File: config.mk
export PLATFORM = sky130hd
export DESIGN_NAME = mem_bus_arbiter
export DESIGN_NICKNAME = d
export VERILOG_FILES = /design/src/rtl/mem_bus_arbiter_pkg.sv /design/src/rtl/mem_bus_arbiter_rr_pick.sv /design/src/rtl/mem_bus_arbiter.sv
export SDC_FILE = /design/constraint.sdc
export NUM_CORES = 1
export LEC_CHECK = 0
export BUFFER_PORTS_ARGS = -buffer_cell sky130_fd_sc_hd__buf_4
export CAP_MARGIN = 40
export CORE_AREA = 8 8 265 267
export CTS_CLUSTER_SIZE = 16
export DETAILED_ROUTE_END_ITERATION = 6
export DIE_AREA = 0 0 273 275
export PLACE_DENSITY = 0.41
export SYNTH_ARGS = -nofsm -noshare
export SYNTH_HDL_FRONTEND = slang
export SYNTH_SLANG_ARGS = --single-unit
File: constraint.sdc
create_clock -name clk -period 8.09 [get_ports clk]
set_input_delay 1.618 -clock clk [delete_from_list [all_inputs] [get_ports clk]]
set_output_delay 1.618 -clock clk [all_outputs]
set_load 0.05 [all_outputs]
File: src/rtl/mem_bus_arbiter_pkg.sv
// rtl/mem_bus_arbiter_pkg.sv - shared types for the core memory bus arbiter
package mem_bus_arbiter_pkg;

   localparam int MEM_ADDR_W = 64;
   localparam int MEM_DATA_W = 64;
   localparam int MEM_STRB_W = MEM_DATA_W / 8;

   localparam logic [2:0] MSIZE_B = 3'd0;
   localparam logic [2:0] MSIZE_H = 3'd1;
   localparam logic [2:0] MSIZE_W = 3'd2;
   localparam logic [2:0] MSIZE_D = 3'd3;

   typedef enum logic [1:0] {
      IDLE = 2'd0,
      REQ  = 2'd1,
      RESP = 2'd2
   } arb_state_e;

   // Sized for the widest bus; narrower instances use the low bits.
   typedef struct packed {
      logic [MEM_ADDR_W-1:0] addr;
      logic                  write;
      logic [2:0]            size;
      logic [MEM_STRB_W-1:0] strobe;
      logic [MEM_DATA_W-1:0] wdata;
   } mem_req_t;

endpackage

File: src/rtl/mem_bus_arbiter_rr_pick.sv
// rtl/mem_bus_arbiter_rr_pick.sv - combinational round-robin picker with optional requester-0 priority
module mem_bus_arbiter_rr_pick #(
   parameter  int NUM_REQ = 3,
   localparam int IW      = $clog2(NUM_REQ)
) (
   input  logic [NUM_REQ-1:0] valid,
   input  logic [IW-1:0]      last_grant,
   input  logic               prio0_en,
   output logic [IW-1:0]      grant,
   output logic               any
);

   always_comb begin
      int idx;
      idx   = 0;
      grant = '0;
      any   = 1'b0;
      if (prio0_en && valid[0]) begin
         any = 1'b1;
      end else begin
         // Search starts one past the last winner and wraps.
         for (int i = 1; i <= NUM_REQ; i++) begin
            idx = int'(last_grant) + i;
            if (idx >= NUM_REQ) idx = idx - NUM_REQ;
            if (!any && valid[IW'(idx)]) begin
               grant = IW'(idx);
               any   = 1'b1;
            end
         end
      end
   end

endmodule

File: src/rtl/mem_bus_arbiter.sv
// rtl/mem_bus_arbiter.sv - shares the core memory bus among PTW/dbus/ibus, one transaction at a time
module mem_bus_arbiter
   import mem_bus_arbiter_pkg::*;
#(
   parameter  int NUM_REQ = 3,
   parameter  int ADDR_W  = 64,
   parameter  int DATA_W  = 64,
   parameter  bit PRIO0   = 1'b1,
   parameter  int TIMEOUT = 1024,
   localparam int IW      = $clog2(NUM_REQ),
   localparam int SW      = DATA_W / 8
) (
   input  logic                           clk,
   input  logic                           reset,
   input  logic [NUM_REQ-1:0]             req_valid,
   input  logic [NUM_REQ-1:0][ADDR_W-1:0] req_addr,
   input  logic [NUM_REQ-1:0]             req_write,
   input  logic [NUM_REQ-1:0][2:0]        req_size,
   input  logic [NUM_REQ-1:0][SW-1:0]     req_strobe,
   input  logic [NUM_REQ-1:0][DATA_W-1:0] req_wdata,
   output logic [NUM_REQ-1:0]             resp_valid,
   output logic [DATA_W-1:0]              resp_rdata,
   output logic                           bus_valid,
   output logic [ADDR_W-1:0]              bus_addr,
   output logic                           bus_write,
   output logic [2:0]                     bus_size,
   output logic [SW-1:0]                  bus_strobe,
   output logic [DATA_W-1:0]              bus_wdata,
   input  logic                           bus_ready,
   input  logic                           bus_rvalid,
   input  logic [DATA_W-1:0]              bus_rdata,
   output logic [IW-1:0]                  owner,
   output logic                           busy,
   output logic                           timeout,
   output logic                           spurious
);

   localparam int          CW     = $clog2(TIMEOUT + 1);
   localparam logic [CW-1:0] TO_MAX = CW'(TIMEOUT);
   localparam logic [CW-1:0] TO_M1  = CW'(TIMEOUT - 1);

   arb_state_e       state;
   mem_req_t         lat;
   logic [IW-1:0]    last_grant;
   logic [CW-1:0]    wcnt;
   logic [IW-1:0]    pick;
   logic             pick_any;
   logic             done;

   mem_bus_arbiter_rr_pick #(.NUM_REQ(NUM_REQ)) u_pick (
      .valid      (req_valid),
      .last_grant (last_grant),
      .prio0_en   (PRIO0),
      .grant      (pick),
      .any        (pick_any)
   );

   always_ff @(posedge clk or posedge reset) begin
      if (reset) begin
         state      <= IDLE;
         lat        <= '0;
         owner      <= '0;
         last_grant <= IW'(NUM_REQ - 1);
         wcnt       <= '0;
         timeout    <= 1'b0;
         spurious   <= 1'b0;
         bus_valid  <= 1'b0;
         busy       <= 1'b0;
      end else begin
         case (state)
            IDLE: begin
               if (bus_rvalid) spurious <= 1'b1;
               if (pick_any) begin
                  lat.addr   <= MEM_ADDR_W'(req_addr[pick]);
                  lat.write  <= req_write[pick];
                  lat.size   <= req_size[pick];
                  lat.strobe <= req_write[pick] ? MEM_STRB_W'(req_strobe[pick]) : '0;
                  lat.wdata  <= MEM_DATA_W'(req_wdata[pick]);
                  owner      <= pick;
                  last_grant <= pick;
                  bus_valid  <= 1'b1;
                  busy       <= 1'b1;
                  state      <= REQ;
               end
            end
            REQ: begin
               if (bus_ready) begin
                  bus_valid <= 1'b0;
                  if (bus_rvalid) begin
                     busy  <= 1'b0;
                     state <= IDLE;
                  end else begin
                     state <= RESP;
                  end
               end else if (bus_rvalid) begin
                  spurious <= 1'b1;
               end
            end
            RESP: begin
               if (bus_rvalid) begin
                  busy  <= 1'b0;
                  state <= IDLE;
               end
            end
            default: state <= IDLE;
         endcase

         // Watchdog only observes; a hung transaction keeps its state.
         if (state == IDLE) begin
            wcnt <= '0;
         end else if (wcnt != TO_MAX) begin
            wcnt <= wcnt + 1'b1;
            if (wcnt == TO_M1) timeout <= 1'b1;
         end
      end
   end

   assign done = ((state == REQ) && bus_ready && bus_rvalid) ||
                 ((state == RESP) && bus_rvalid);

   always_comb begin
      resp_valid = '0;
      for (int i = 0; i < NUM_REQ; i++) begin
         resp_valid[i] = done && (owner == IW'(i));
      end
   end

   assign resp_rdata = done ? bus_rdata : '0;
   assign bus_addr   = lat.addr[ADDR_W-1:0];
   assign bus_write  = lat.write;
   assign bus_size   = lat.size;
   assign bus_strobe = lat.strobe[SW-1:0];
   assign bus_wdata  = lat.wdata[DATA_W-1:0];

endmodule

# ---- After elaboration in Yosys (flattened, before gate mapping)
# Cells that the tools add are included.
dict set report word_totals {
  register_bits 161
  input_bits 491
  word_cells 113
}
dict set report op_classes {
  add_sub_neg 7
  n_lt_le_gt_ge 7
  n_eq_ne 10
  mux 53
  bitwise_logic 1
  n_reduce_logical 22
}
# cell n
set ops {}
lappend ops {{$bmux 64 s2} 2}
lappend ops {{$mux 64} 3}
lappend ops {{$mux 2} 14}
lappend ops {{$mux 11} 2}
lappend ops {{$mux 1} 19}
lappend ops {{$bmux 8 s2} 1}
lappend ops {{$mux 8} 2}
lappend ops {{$lt 2x4->1 const B} 3}
lappend ops {{$reduce_and 3->1} 4}
lappend ops {{$add 11x1->11 const B} 1}
lappend ops {{$eq 11x10->1 const B} 1}
lappend ops {{$ne 11x11->1 const B} 1}
lappend ops {{$ge 3x2->1 const B} 3}
lappend ops {{$bmux 1 s2} 4}
lappend ops {{$logic_and 1x1->1} 8}
lappend ops {{$ne 2x2->1 const B} 4}
lappend ops {{$add 2x2->3 const B} 2}
lappend ops {{$bmux 3 s2} 1}
lappend ops {{$pmux 2 s3} 1}
lappend ops {{$sub 2x1->2 const B} 3}
lappend ops {{$eq 2x1->1 const B} 2}
lappend ops {{$eq 2x2->1 const B} 2}
lappend ops {{$logic_not 2->1} 2}
lappend ops {{$pmux 1 s2} 2}
lappend ops {{10 further kinds} 13}

# ---- Logic depth before layout (Yosys ltp)
dict set report depth {
  word_depth 20
  mapped_depth 12
  mapped_depth_nobuf 8
}

# ---- By module
# From an unflattened synthesis, not the netlist that was laid out.
dict set report unflattened {
  cells_unflattened 995
  hier_area_um2 9603.0
}
# module n_inst cells_per_inst area_each_um2
set modules_own_cells {}
lappend modules_own_cells {mem_bus_arbiter 1 966 9384.0}
lappend modules_own_cells {mem_bus_arbiter_rr_pick 1 29 219.0}

# ---- Least setup slack after synthesis
# Ideal clock, no wire load.
dict set report synth_timing {
  kind {input to output}
  startpoint {input bus_ready}
  endpoint {output resp_valid[0]}
  t_arrival_ns 3.287
  setup_slack_ns 3.185
  stages 4
  path_buffers 1
  cell_sequence {and2_1 > o21a_1 > clkbuf_1 > nor3b_1}
}
dict set report synth_between {
  elab_chain_len 4
}
# item line
set synth_rtl {}
lappend synth_rtl {{start, declared} mem_bus_arbiter.sv:29} ;# input logic bus_ready,
lappend synth_rtl {{$logic_and 1x1->1 (2 in series)} mem_bus_arbiter.sv:118} ;# assign done = ((state == REQ) && bus_ready && bus_rvalid) ||
lappend synth_rtl {{$logic_or 1x1->1} mem_bus_arbiter.sv:118}
lappend synth_rtl {{$logic_and 1x1->1} mem_bus_arbiter.sv:124} ;# resp_valid[i] = done && (owner == IW'(i));
lappend synth_rtl {{end, declared} mem_bus_arbiter.sv:21} ;# output logic [NUM_REQ-1:0] resp_valid,
# Every way passes these cells.

# ---- Final worst setup path
# Ends and elaborated chain as after synthesis.

==> results.txt <==
status: completed
Worst R2R Setup Slack: 4.20 ns
Die Span Y: 275 um
Synth Flop Type: dfrtp_1
Setup Skew: 0.00678 ns
Final Critical Period: 4.66 ns
H-Tree Level Count: 4
slew at the pin closest to its max-slew limit: 0.950 ns
Fillers: 7,357
ys async rst share: 100%
dpl cells: 2,630
FMAX: 0.215 GHz
top cells by area, synth: dfrtp_1, nand2_1, a21o_1, a31oi_1, o21ai_0
Core ar.: 0.0663 mm2
maximum buffer depth of the clock tree: 2
Detailed Routing Iterations Pass 1: 4
Synth Cell Area: 0.00937 mm2
layout cell share with drive strength beyond 1: 42.3%
GRT Total Usage: 13.2%
Die ar.: 0.0751 mm2
Max-slew headroom: 36.7%
RSZ-0062 raised after global routing: false
worst setup path category: in2out
Max Slew Vio Count: 0
endpoints failing setup: 0
sw frac: 54.2%
most frequent cell after synthesis: nand2_1
vias in the first global route: 11,600
crit path cell chain: buf_4 -> and2_1 -> o21a_1 -> buf_4 -> nor3b_1 -> buf_4
DRC viols: 0
Syn-to-layout area delta: 70.7%
Max Cap Violations: 0
Fin. Hold Viols: 0
nets: 2,276
Min-Delay Path Class: reg2reg
dpl ws: 3.40 ns
sequential area share after synthesis: 42.7%
post-cts resize count: 0
startpoint type of the worst setup path: input pin
EDFF count, synth: 0
initial antenna violation count: 7
clk_lat worst skew: 0.46 ns
syn_nets: 1,642
die width: 273 um
TritonCTS buffer count: 17
slowest CP cell: buf_4
num ports: 704
VDD IR max: 0.167 mV
Power Density: 439 mW/mm2
clock share of power: 11.7%
GR Overflow Total: 0
Via Count: 11,100
Max stage delay on crit path: 0.42 ns
Final Cycle Share: 57.6%
first-pass GRT wire length: 74,700 um
Mean Syn Cell Area: 8.21 um2
FF-to-FF Start: owner[0]$_DFFE_PP0P_
Netlist cell types: 41
combinational group share of total power: 67.7%
Synth top area share: 42.5%
crit-path max FO: 57
Crit path top cell by count: buf_4
worst path bufs/invs: 3
Req. time, crit path: 6.47 ns
routed vias/inst: 4.15
origin of the worst setup path: bus_ready
crit path DAT: 3.04 ns
largest net degree at the start of global routing: 167
Synth Warn #: 0
Yosys top cell by area: dfrtp_1
clock root buffer: clkbuf_16
Synth top cells by count: nand2_1, dfrtp_1, a31oi_1
Sink Count: 160
Reg clk slew, reported paths: 0.06 ns
IO buf count: 703
# hold bufs at CTS: 0
area of the multi-input gates: 0.00483 mm2
setup ws final: 3.43 ns
HP Start: timeout$_DFFE_PP0P_
GPL Wtd Cong: 0.883
final HPWL from detailed placement: 41,700 um
fin area: 0.0160 mm2
crit-path leading delay family: buffers and inverters
Internal Power: 0.00322 W
Detailed Route Iter0 Violations: 365
Sequential Power Share: 20.6%
Setup Fix Bufs, Post-CTS: 0
#FFs+latches synth: 160
setup_tns: 0 ns
Post-Place Cell Area: 0.0154 mm2
final WL: 52,200 um
num rows: 95
Non-Filler Instances: 2,663
post-route ant nets: 0
sw power: 0.00381 W
cells after synthesis: 1,142
Sequential cell area: 0.00401 mm2
Worst setup EP type: output pin
Leakage: 8.35 nW
CTS tree: done
Initial Util: 14.1%
drt wl/cell: 19.6 um
## logic make-up (layout without fill, tap and decap cells)
| family | count (synthesis) | in the layout | share of synthesized area, % |
|---|---|---|---|
| AOI/OAI and AO/OA | 438 | 438 | 29.8 |
| and+or+nand+nor | 407 | 407 | 18.9 |
| DFF | 160 | 160 | 42.7 |
| buffers and inverters | 115 | 760 | 6.13 |
| xor gates and xnor gates | 10 | 10 | 0.935 |
| adders and majority gates | 9 | 9 | 1.20 |
| muxes | 3 | 3 | 0.320 |
| other | 0 | 3 | 0 |
## layout make-up
type                            count  share of cell area [%]
Clock buffer                       21                    2.88
Inverter                           13                   0.336
Sequential cell                   160                    25.0
Multi-Input combinational cell    867                    30.2
Tap cell                          873                    6.83
Antenna cell                        3                  0.0469
Timing Repair Buffer              717                    34.0
Clock inverter                      9                   0.688
## per-stage QoR
| step | utilization (%) | total power [W] | hold WS (ns) |
|---|---|---|---|
| after detailed placement | 23.3 | 0.00632 | 0.463 |
| after CTS | 24.1 | 0.00719 | 0.479 |
| final | 24.1 | 0.00702 | 0.467 |
| after global routing | 24.1 | 0.00753 | 0.487 |
| after global placement | 23.2 | 0.00625 | 0.451 |
| after floorplan | - | 0.00467 | 0.490 |
## power by group through the flow
stage	registers [W]	logic, W	clock network [W]
after global placement	0.00145	0.00480	0
after global routing	0.00150	0.00514	0.000900
after CTS	0.00145	0.00486	0.000879
after floorplan	0.00264	0.00203	0
after detailed placement	0.00146	0.00486	0
final	0.00145	0.00476	0.000823
## layout by cell type (no fill, tap or decap), types with 3 or more instances in the layout
cell and n:
buf_4 714, a22o_1 9, clkinvlp_4 3, nand3_1 5, ha_1 9, inv_1 12
a31oi_1 139, a21oi_1 5, nand2_1 285, nand4_1 3, o21ai_0 138, nor3b_1 3
nand2b_1 4, and2_1 67, clkbuf_16 17, mux2i_1 3, dfrtp_1 159, a21o_1 134
nor2_1 26, xor2_1 8, and3_1 3, diode_2 3
## final timing paths
kind	endpoint	cells after the start
setup reg to reg	bus_wdata[52]$_DFFE_PP0P_	9
setup / recovery	resp_valid[0]	6
max in group asynchronous	bus_addr[43]$_DFFE_PP0P_	3
hold reg to reg	timeout$_DFFE_PP0P_	1
min in group asynchronous	bus_wdata[40]$_DFFE_PP0P_	2
hold / removal	timeout$_DFFE_PP0P_	1
## flip-flops by register name (all words and copies together) (netlist names), 2 cells and up
| name | cells |
|---|---|
| bus_addr | 64 |
| bus_wdata | 64 |
| wcnt | 11 |
| bus_strobe | 8 |
| bus_size | 3 |
| owner | 2 |
| state | 2 |
## metal layers
| metal | share of wire [%] | track usage, % | up-vias | routed length [um] |
|---|---|---|---|---|
| li1 | - | - | 5242 | - |
| met1 | 36 | 13.2 | 5241 | 18600 |
| met2 | 52 | 24.3 | 486 | 27200 |
| met3 | 8.4 | 4.48 | 75 | 4400 |
| met4 | 3.8 | 6.30 | 6 | 1980 |
| met5 | 0.079 | 0 | - | 41 |
Power figures use the tool's default switching activity.
